$ cat src/rtl/dkong3_pkg.sv
// ============================================================================
// dkong3_pkg : arbiter state encoding, slot constants, video address helper
// Rev 1.0
// ============================================================================
`default_nettype none

package dkong3_pkg;

  typedef enum logic [2:0] {
    ST_IDLE    = 3'd0,
    ST_VID_A   = 3'd1,
    ST_VID_D   = 3'd2,
    ST_CPU_A   = 3'd3,
    ST_CPU_D   = 3'd4,
    ST_CPU_REL = 3'd5
  } arb_state_e;

  localparam logic [2:0] FETCH_SLOT      = 3'd6;
  localparam logic [2:0] CPU_CUTOFF_SLOT = 3'd4;

  // Tile-map address: 5-bit row from the vertical count, 5-bit column mirrored under flip.
  function automatic logic [9:0] vid_addr(input logic [4:0] row,
                                          input logic [4:0] col,
                                          input logic       flip);
    return {row, col ^ {5{flip}}};
  endfunction

endpackage

`default_nettype wire

$ cat src/rtl/dkong3_slot_dec.sv
// ============================================================================
// dkong3_slot_dec : slot-6 entry detect (fetch_start) and CPU slot window decode
// Rev 1.0
// ============================================================================
`default_nettype none

module dkong3_slot_dec
  import dkong3_pkg::*;
(
  input  logic       clk,
  input  logic       rst_n,
  input  logic [2:0] i_h_slot,
  input  logic       i_vid_active,
  output logic       o_fetch_start,
  output logic       o_cpu_slot_ok
);

  logic [2:0] slot_prev_q, slot_prev_d;
  logic       fetch_start_q, fetch_start_d;

  always_comb begin
    slot_prev_d   = i_h_slot;
    fetch_start_d = i_vid_active && (i_h_slot == FETCH_SLOT) && (slot_prev_q != FETCH_SLOT);
  end

  always_ff @(posedge clk or negedge rst_n) begin
    if (!rst_n) begin
      slot_prev_q   <= 3'd0;
      fetch_start_q <= 1'b0;
    end else begin
      slot_prev_q   <= slot_prev_d;
      fetch_start_q <= fetch_start_d;
    end
  end

  assign o_fetch_start = fetch_start_q;
  // A CPU cycle launched by slot 4 finishes its RAM access before the slot-6 fetch.
  assign o_cpu_slot_ok = !i_vid_active || (i_h_slot <= CPU_CUTOFF_SLOT);

endmodule

`default_nettype wire

$ cat src/rtl/dkong3_vram_arb.sv
// ============================================================================
// dkong3_vram_arb : time-slot arbiter sharing tile VRAM between video and CPU
// Rev 1.0
// ============================================================================
`default_nettype none

module dkong3_vram_arb
  import dkong3_pkg::*;
#(
  parameter logic [7:0] WAIT_LIMIT = 8'd200
) (
  input  logic       I_CLK_24M,
  input  logic       I_RESETn,
  input  logic [9:0] I_H_CNT,
  input  logic [7:0] I_VF_CNT,
  input  logic       I_FLIP,
  input  logic       I_VID_ACTIVE,
  input  logic       I_CPU_REQ,
  input  logic       I_CPU_WE,
  input  logic [9:0] I_CPU_AB,
  input  logic [7:0] I_CPU_DB,
  input  logic [7:0] I_VRAM_DI,
  output logic [9:0] O_VRAM_AB,
  output logic       O_VRAM_CE,
  output logic       O_VRAM_WE,
  output logic [7:0] O_VRAM_DO,
  output logic [7:0] O_CPU_DB,
  output logic       O_WAITn,
  output logic [7:0] O_TILE_CODE,
  output logic       O_TILE_STB,
  output logic       O_STARVE
);

  logic fetch_start;
  logic cpu_slot_ok;

  dkong3_slot_dec u_slot_dec (
    .clk           (I_CLK_24M),
    .rst_n         (I_RESETn),
    .i_h_slot      (I_H_CNT[3:1]),
    .i_vid_active  (I_VID_ACTIVE),
    .o_fetch_start (fetch_start),
    .o_cpu_slot_ok (cpu_slot_ok)
  );

  logic unused_in;
  assign unused_in = ^{I_H_CNT[9], I_H_CNT[0], I_VF_CNT[2:0]};

  arb_state_e state_q, state_d;
  logic       fetch_pend_q, fetch_pend_d;
  logic [9:0] ab_q, ab_d;
  logic [7:0] do_q, do_d;
  logic       ce_q, ce_d;
  logic       we_q, we_d;
  logic       cpu_we_q, cpu_we_d;
  logic [7:0] cpu_db_q, cpu_db_d;
  logic [7:0] tile_code_q, tile_code_d;
  logic       tile_stb_q, tile_stb_d;
  logic [7:0] wait_cnt_q, wait_cnt_d;
  logic       starve_q, starve_d;

  logic       fetch_go;
  logic       launch_vid;
  logic       waitn;

  assign fetch_go = fetch_start || fetch_pend_q;
  assign waitn    = !(I_CPU_REQ && (state_q != ST_CPU_D) && (state_q != ST_CPU_REL));

  always_comb begin
    state_d      = state_q;
    fetch_pend_d = fetch_pend_q;
    ab_d         = ab_q;
    do_d         = do_q;
    ce_d         = 1'b0;
    we_d         = 1'b0;
    cpu_we_d     = cpu_we_q;
    cpu_db_d     = cpu_db_q;
    tile_code_d  = tile_code_q;
    tile_stb_d   = 1'b0;
    launch_vid   = 1'b0;

    case (state_q)
      ST_IDLE: begin
        if (fetch_go) begin
          launch_vid = 1'b1;
        end else if (I_CPU_REQ && cpu_slot_ok) begin
          state_d  = ST_CPU_A;
          ce_d     = 1'b1;
          we_d     = I_CPU_WE;
          cpu_we_d = I_CPU_WE;
          ab_d     = I_CPU_AB;
          do_d     = I_CPU_DB;
        end
      end
      ST_VID_A: state_d = ST_VID_D;
      ST_VID_D: begin
        tile_code_d = I_VRAM_DI;
        tile_stb_d  = 1'b1;
        state_d     = ST_IDLE;
      end
      // A request withdrawn before the data phase abandons the cycle.
      ST_CPU_A: state_d = I_CPU_REQ ? ST_CPU_D : ST_IDLE;
      ST_CPU_D: begin
        if (!cpu_we_q) begin
          cpu_db_d = I_VRAM_DI;
        end
        state_d = ST_CPU_REL;
      end
      ST_CPU_REL: begin
        if (!I_CPU_REQ) begin
          if (fetch_go) begin
            launch_vid = 1'b1;
          end else begin
            state_d = ST_IDLE;
          end
        end
      end
      default: state_d = ST_IDLE;
    endcase

    if (launch_vid) begin
      state_d      = ST_VID_A;
      fetch_pend_d = 1'b0;
      ce_d         = 1'b1;
      ab_d         = vid_addr(I_VF_CNT[7:3], I_H_CNT[8:4], I_FLIP);
    end else if (fetch_start) begin
      fetch_pend_d = 1'b1;
    end

    if (waitn) begin
      wait_cnt_d = 8'd0;
    end else if (wait_cnt_q == 8'hFF) begin
      wait_cnt_d = 8'hFF;
    end else begin
      wait_cnt_d = wait_cnt_q + 8'd1;
    end
    starve_d = starve_q || (!waitn && (wait_cnt_d >= WAIT_LIMIT));
  end

  always_ff @(posedge I_CLK_24M or negedge I_RESETn) begin
    if (!I_RESETn) begin
      state_q      <= ST_IDLE;
      fetch_pend_q <= 1'b0;
      ab_q         <= 10'd0;
      do_q         <= 8'd0;
      ce_q         <= 1'b0;
      we_q         <= 1'b0;
      cpu_we_q     <= 1'b0;
      cpu_db_q     <= 8'd0;
      tile_code_q  <= 8'd0;
      tile_stb_q   <= 1'b0;
      wait_cnt_q   <= 8'd0;
      starve_q     <= 1'b0;
    end else begin
      state_q      <= state_d;
      fetch_pend_q <= fetch_pend_d;
      ab_q         <= ab_d;
      do_q         <= do_d;
      ce_q         <= ce_d;
      we_q         <= we_d;
      cpu_we_q     <= cpu_we_d;
      cpu_db_q     <= cpu_db_d;
      tile_code_q  <= tile_code_d;
      tile_stb_q   <= tile_stb_d;
      wait_cnt_q   <= wait_cnt_d;
      starve_q     <= starve_d;
    end
  end

  assign O_VRAM_AB   = ab_q;
  assign O_VRAM_CE   = ce_q;
  assign O_VRAM_WE   = we_q && I_CPU_REQ;
  assign O_VRAM_DO   = do_q;
  assign O_CPU_DB    = cpu_db_q;
  assign O_WAITn     = waitn || !I_RESETn;
  assign O_TILE_CODE = tile_code_q;
  assign O_TILE_STB  = tile_stb_q;
  assign O_STARVE    = starve_q;

endmodule

`default_nettype wire

$ cat config.mk
export PLATFORM = sky130hd
export DESIGN_NAME = dkong3_vram_arb
export DESIGN_NICKNAME = d
export VERILOG_FILES = /design/src/rtl/dkong3_pkg.sv /design/src/rtl/dkong3_slot_dec.sv /design/src/rtl/dkong3_vram_arb.sv
export SDC_FILE = /design/constraint.sdc
export NUM_CORES = 1
export LEC_CHECK = 0
export CAP_MARGIN = 30
export CORE_AREA = 5 5 87 129
export CTS_CLUSTER_SIZE = 10
export DETAILED_ROUTE_END_ITERATION = 10
export DIE_AREA = 0 0 92 134
export SLEW_MARGIN = 0
export SYNTH_ARGS = -nofsm -noshare
export SYNTH_HDL_FRONTEND = slang
export SYNTH_SLANG_ARGS = --single-unit
$ cat constraint.sdc
create_clock -name I_CLK_24M -period 3 [get_ports I_CLK_24M]
set_clock_uncertainty 0.1 [all_clocks]
set_input_delay 0.75 -clock I_CLK_24M [delete_from_list [all_inputs] [get_ports I_CLK_24M]]
set_output_delay 0.75 -clock I_CLK_24M [all_outputs]
set_load 0.01 [all_outputs]
==> run_results.csv, run 1 <==
group,metric,value,unit
placed_design,numPortBuffers,83,
power_and_ir_drop,power.density,916,nW/um^2
final_layout,final_util,35.0,%
final_layout,fin_cells,395,
final_layout,seq_area,1380,um^2
logic_synthesis,synth_top_area_cell,"dfrtp_1",
logic_synthesis,netlist_area,2420,um^2
worst_setup_path,worstSetupStartpointType,"primary input",
logic_synthesis,syn_nets,246,
sta,worst_slack,234,ps
cts,cts_resized,0,
power_and_ir_drop,total_power,3.21,mW
final_layout,layout_commonest_cell,"clkdlybuf4s50_1",
placed_design,place_area,3340,um^2
final_layout,diodes,0,
cts,clock_path_buffers,2,
logic_synthesis,yosysTopAreaCellShare,56.9,%
sta,setup_viol,0,
route,post_drt_wl_per_cell,14.7,um
power_and_ir_drop,ir_worst_vdd,0.430,mV
worst_setup_path,startpoint,"I_CPU_REQ",
final_layout,mostFrequentLayoutCells,"clkdlybuf4s50_1 (82), dfrtp_1 (55), mux2_2 (18)",
sta,finalHoldViolCount,0,
route,drc,0,
sta,drv_slew,0,
sta,worst_pin_slew,798,ps
grt,grt_util_all_layers,9.64,%
route,drt_pass1_iterations,4,
grt,grt_pass1_vias,1847,
placed_design,dp_worst_setup_slack,242,ps
logic_synthesis,ys_ff_latch,55,
final_layout,nets,328,
logic_synthesis,ys_seq_area_share,56.9,%
grt,grt_max_degree,56,
grt,antenna_found_initial,0,
logic_synthesis,yosys_most_used_dff,"dfrtp_1",
logic_synthesis,yosys-top-cells-area,"dfrtp_1 (57%), mux2_2 (8.4%), mux2_4 (3.7%), a21oi_1 (3.1%), mux2i_1 (2.1%)",
cts,cts_tree,"built",
final_layout,syn2layout_area_growth,44.9,%
sta,hold-worst-slack,344,ps
logic_synthesis,synth_cells,195,
worst_setup_path,path_class,"primary input to primary output",
cts,cts_made_buffers,5,
sta,fin_crit_sh,92.2,%
placed_design,gp_congestion,0.703,
placed_design,hpwlAfterDp,4220,um
route,ant_nets,0,
die,ios,89,
route,drtIter0Drc,33,
route,vias,1796,
cts,clk_pin_slew,70,ps
worst_hold_path,worstHoldStart,"u_slot_dec.slot_prev_q[1]",
flow_run,maxCapViolations,0,
power_and_ir_drop,cellLeakagePower,1.53,nW
cts,clk_latency,300,ps
route,via_per_inst,4.55,
cts,hold_buffers,0,
final_layout,multi_input_area,921,um^2
cts,cts_sinks,55,
sta,tns,0,ps
logic_synthesis,async_flop_share,100,%
grt,grt_pass1_wl,9440,um
die,dieArea,12300,um^2
worst_setup_path,worstPathArrival,1920,ps
sta,post-route-min-period,2770,ps
die,fp.coreArea,10000,um^2
worst_setup_path,end_kind,"primary output",
die,rows,45,
worst_hold_path,hp-class,"flip-flop to flip-flop",
final_layout,layout-drive-gt1-share,15.1,%
worst_setup_path,r2r_start,"state_q[2]",
placed_design,dp.cells,387,
cts,cts_root_buffer,"clkbuf_16",
logic_synthesis,synth-edff-count,0,
logic_synthesis,ys_warn_count,0,
cts,cts_htree_levels,2,
status,status,"finished clean",
sta,fmax,362,MHz
worst_setup_path,cp_max_fo,3,
sta,relSlewSlack,46.6,%
die,die_w,92,um
final_layout,fillers,1014,
die,initial_utilization,24.1,%
worst_setup_path,worstPathRequired,2150,ps
logic_synthesis,syn_avg_cell_area,12.4,um^2
die,dieHeight,134,um
logic_synthesis,synth.distinct_cells,44,
sta,grt_setup_unrepaired,"no",
cts,postCtsSetupBuffers,0,
grt,grt_remaining_overflow,0,
final_layout,fin_area,3500,um^2
route,routed_wirelength,5790,um
[synth_stat cells (2+ instances only)]
cell      count
clkbuf_1      3
dfrtp_1      55
buf_6         4
inv_1        12
mux2i_1       5
mux2_2       18
a31oi_1       5
and4b_1       2
mux2_4        6
nand4b_1      2
a21oi_1      15
a211oi_1      2
nor3b_1       2
nor2b_1       3
o221ai_2      2
xnor2_1       3
buf_2         3
o22ai_1       3
o31ai_1       2
xor2_1        5
nand3_1       6
nand2b_1      2
nor2_1       10
and3_1        2
nor3_1        4
[cell families (layout without fill, tap and decap cells)]
group / Yosys count / after routing / synth area share (%)
flip-flops: 55 / 55 / 56.9
AND/OR/NAND/NOR: 41 / 41 / 9.99
AO/OA/AOI/OAI: 37 / 37 / 10.3
multiplexers: 29 / 29 / 14.2
buffers and inverters: 24 / 107 / 5.18
XOR/XNOR: 8 / 8 / 2.90
adder cells (fa/ha/maj): 1 / 1 / 0.518
[layer usage]
metal | wire, um | GRT usage, %
met1 | 2340 | 10.6
met2 | 2880 | 16.5
met3 | 420 | 3.76
met4 | 147 | 4.13
met5 | 0 | 0
[final cells by class]
class / instances / share of cell area (%)
Clock inverter: 2 / 0.571
Timing Repair Buffer: 87 / 24.4
Clock buffer: 6 / 3.96
Multi-Input combinational cell: 116 / 26.3
Sequential cell: 55 / 39.3
Tap cell: 117 / 4.18
Inverter: 12 / 1.29
[path summary, 6_finish.rpt]
kind                            cells past startpoint                       end  slack, ps
worst max register to register                      3               O_CPU_DB[3]       1090
worst max-delay path                                3                 O_VRAM_WE        230
worst min-delay path                                1  u_slot_dec.o_fetch_start        340
max in group asynchronous                           2              O_VRAM_AB[0]       1770
min in group asynchronous                           2             wait_cnt_q[4]        550
worst min register to register                      1  u_slot_dec.o_fetch_start        340
[power breakdown]
| group | switching, mW | internal [mW] |
|---|---|---|
| Sequential | 0.184 | 1.04 |
| Clock | 0.290 | 0.341 |
| Combinational | 0.531 | 0.825 |
| Total | 1.00 | 2.20 |
[critical path: stages]
cell and delay (ps):
clkdlybuf4s50_1 500, and2_1 140, clkdlybuf4s50_1 530
[flip-flops by register name (all words and copies together), names as in the netlist]
name,count
O_TILE_CODE,8
O_VRAM_AB,10
u_slot_dec.slot_prev_q,3
O_TILE_STB,1
we_q,1
state_q,3
O_VRAM_CE,1
cpu_we_q,1
O_VRAM_DO,8
O_STARVE,1
u_slot_dec.o_fetch_start,1
wait_cnt_q,8
O_CPU_DB,8
fetch_pend_q,1
(Power assumes the default switching activity.)
==> run 2: changes to the inputs <==
Settings changed: CORE_AREA 5 5 87 129 to 5 5 74 110, DIE_AREA 0 0 92 134 to 0 0 79 115, SKIP_CTS_REPAIR_TIMING set to 1.
==> run_results.csv, run 2 (same netlist as run 1, synthesis figures left out) <==
group,metric,value,unit
sta,fmax,358,MHz
route,drtIter0Drc,63,
cts,cts_tree,"built",
worst_setup_path,crit_buf_inv,2,
die,ios,89,
sta,relSlewSlack,49.8,%
power_and_ir_drop,power.density,883,nW/um^2
worst_hold_path,hp-class,"flip-flop to flip-flop",
route,drt_pass1_iterations,4,
die,dieHeight,115,um
final_layout,fillers,662,
grt,grt_pass1_wl,8420,um
worst_setup_path,worstSetupStartpointType,"primary input",
worst_setup_path,path_class,"primary input to primary output",
cts,cts_root_buffer,"clkbuf_8",
placed_design,dp.cells,350,
worst_setup_path,end_kind,"primary output",
route,ant_nets,0,
sta,setup_viol,0,
grt,grt_remaining_overflow,0,
final_layout,syn2layout_area_growth,40.5,%
sta,tns,0,ps
route,dr_wl_met2,2640,um
sta,hold-worst-slack,334,ps
flow_run,maxCapViolations,0,
worst_setup_path,worstPathArrival,1950,ps
grt,grt_max_degree,56,
cts,clk_latency,310,ps
die,rows,38,
sta,worst_slack,205,ps
power_and_ir_drop,total_power,3.00,mW
route,via_per_inst,4.86,
final_layout,mostFrequentLayoutCells,"clkdlybuf4s50_1 (82), dfrtp_1 (55), mux2_2 (18)",
route,met3WireLength,335,um
worst_setup_path,crit_path_frequent_cell,"clkdlybuf4s50_1",
worst_setup_path,cp_slowest_cell,"clkdlybuf4s50_1",
final_layout,largest_register_ffs,10,
worst_setup_path,worstPathRequired,2150,ps
final_layout,fin_cells,358,
final_layout,diodes,0,
sta,drv_slew,0,
cts,cts_sinks,55,
cts,cts_htree_levels,2,
placed_design,dp_worst_setup_slack,202,ps
route,routed_wirelength,5050,um
cts,clock_path_buffers,2,
sta,finalHoldViolCount,0,
route,top_layer,"met4",
route,post_drt_wl_per_cell,14.1,um
die,die_w,79,um
placed_design,numPortBuffers,83,
placed_design,hpwlAfterDp,3750,um
final_layout,layout-drive-gt1-share,14.7,%
placed_design,gp_congestion,0.717,
sta,worst_pin_slew,749,ps
worst_setup_path,critPathTopFamily,"buffers and inverters",
power_and_ir_drop,cellLeakagePower,1.50,nW
worst_setup_path,slowest_delay,540,ps
worst_setup_path,cp_max_fo,3,
grt,grt_pass1_vias,1835,
status,status,"finished clean",
final_layout,nets,328,
route,drc,0,
die,initial_utilization,34.1,%
route,vias,1741,
power_and_ir_drop,ir_worst_vdd,0.378,mV
worst_setup_path,path_cells,"clkdlybuf4s50_1, and2_1, clkdlybuf4s50_1",
grt,grt_util_all_layers,11.7,%
die,fp.coreArea,7080,um^2
sta,post-route-min-period,2800,ps
sta,fin_crit_sh,93.2,%
cts,cts_made_buffers,5,
route,wl_met1,2000,um
cts,clk_pin_slew,100,ps
die,dieArea,9090,um^2
grt,antenna_found_initial,0,
final_layout,layout_commonest_cell,"clkdlybuf4s50_1",
sta,grt_setup_unrepaired,"no",
[run 2: path summary, 6_finish.rpt]
kind / from / end / slack [ps] / cells past startpoint
max reg2reg: state_q[1] / O_CPU_DB[3] / 1090 / 3
min: u_slot_dec.slot_prev_q[1] / u_slot_dec.o_fetch_start / 330 / 1
min in group asynchronous: I_RESETn / O_TILE_CODE[3] / 490 / 2
max in group asynchronous: I_RESETn / O_VRAM_AB[3] / 1860 / 2
max: I_CPU_REQ / O_VRAM_WE / 200 / 3
min reg2reg: u_slot_dec.slot_prev_q[1] / u_slot_dec.o_fetch_start / 330 / 1
[run 2: area by class of cell]
cell class	instances	area (um^2)	share of cell area, %
Timing Repair Buffer	87	856	25.2
Multi-Input combinational cell	116	916	27.0
Sequential cell	55	1380	40.5
Clock inverter	3	33.8	0.995
Clock buffer	5	68.8	2.03
Inverter	12	45.0	1.33
Tap cell	80	100	2.95
[run 2: where the power goes]
group	switching [mW]	internal (mW)	total, mW
Sequential	0.179	1.04	1.21
Combinational	0.515	0.825	1.34
Clock	0.267	0.176	0.444
Total	0.961	2.04	3.00
[run 2: layer usage]
| layer | global-route usage (%) | vias up |
|---|---|---|
| met4 | 5.16 | 0 |
| li1 | - | 849 |
| met1 | 12.8 | 837 |
| met3 | 3.06 | 4 |
| met2 | 21.1 | 51 |
| met5 | 0 | - |
[run 2: per-stage QoR]
stage          utilization, %  cell area [um^2]
5_1_grt                  47.9              3400
4_1_cts                  47.9              3400
3_5_place_dp             46.5              3290
3_3_place_gp             46.5              3290
2_1_floorplan               -              2420
6_report                 47.9              3400
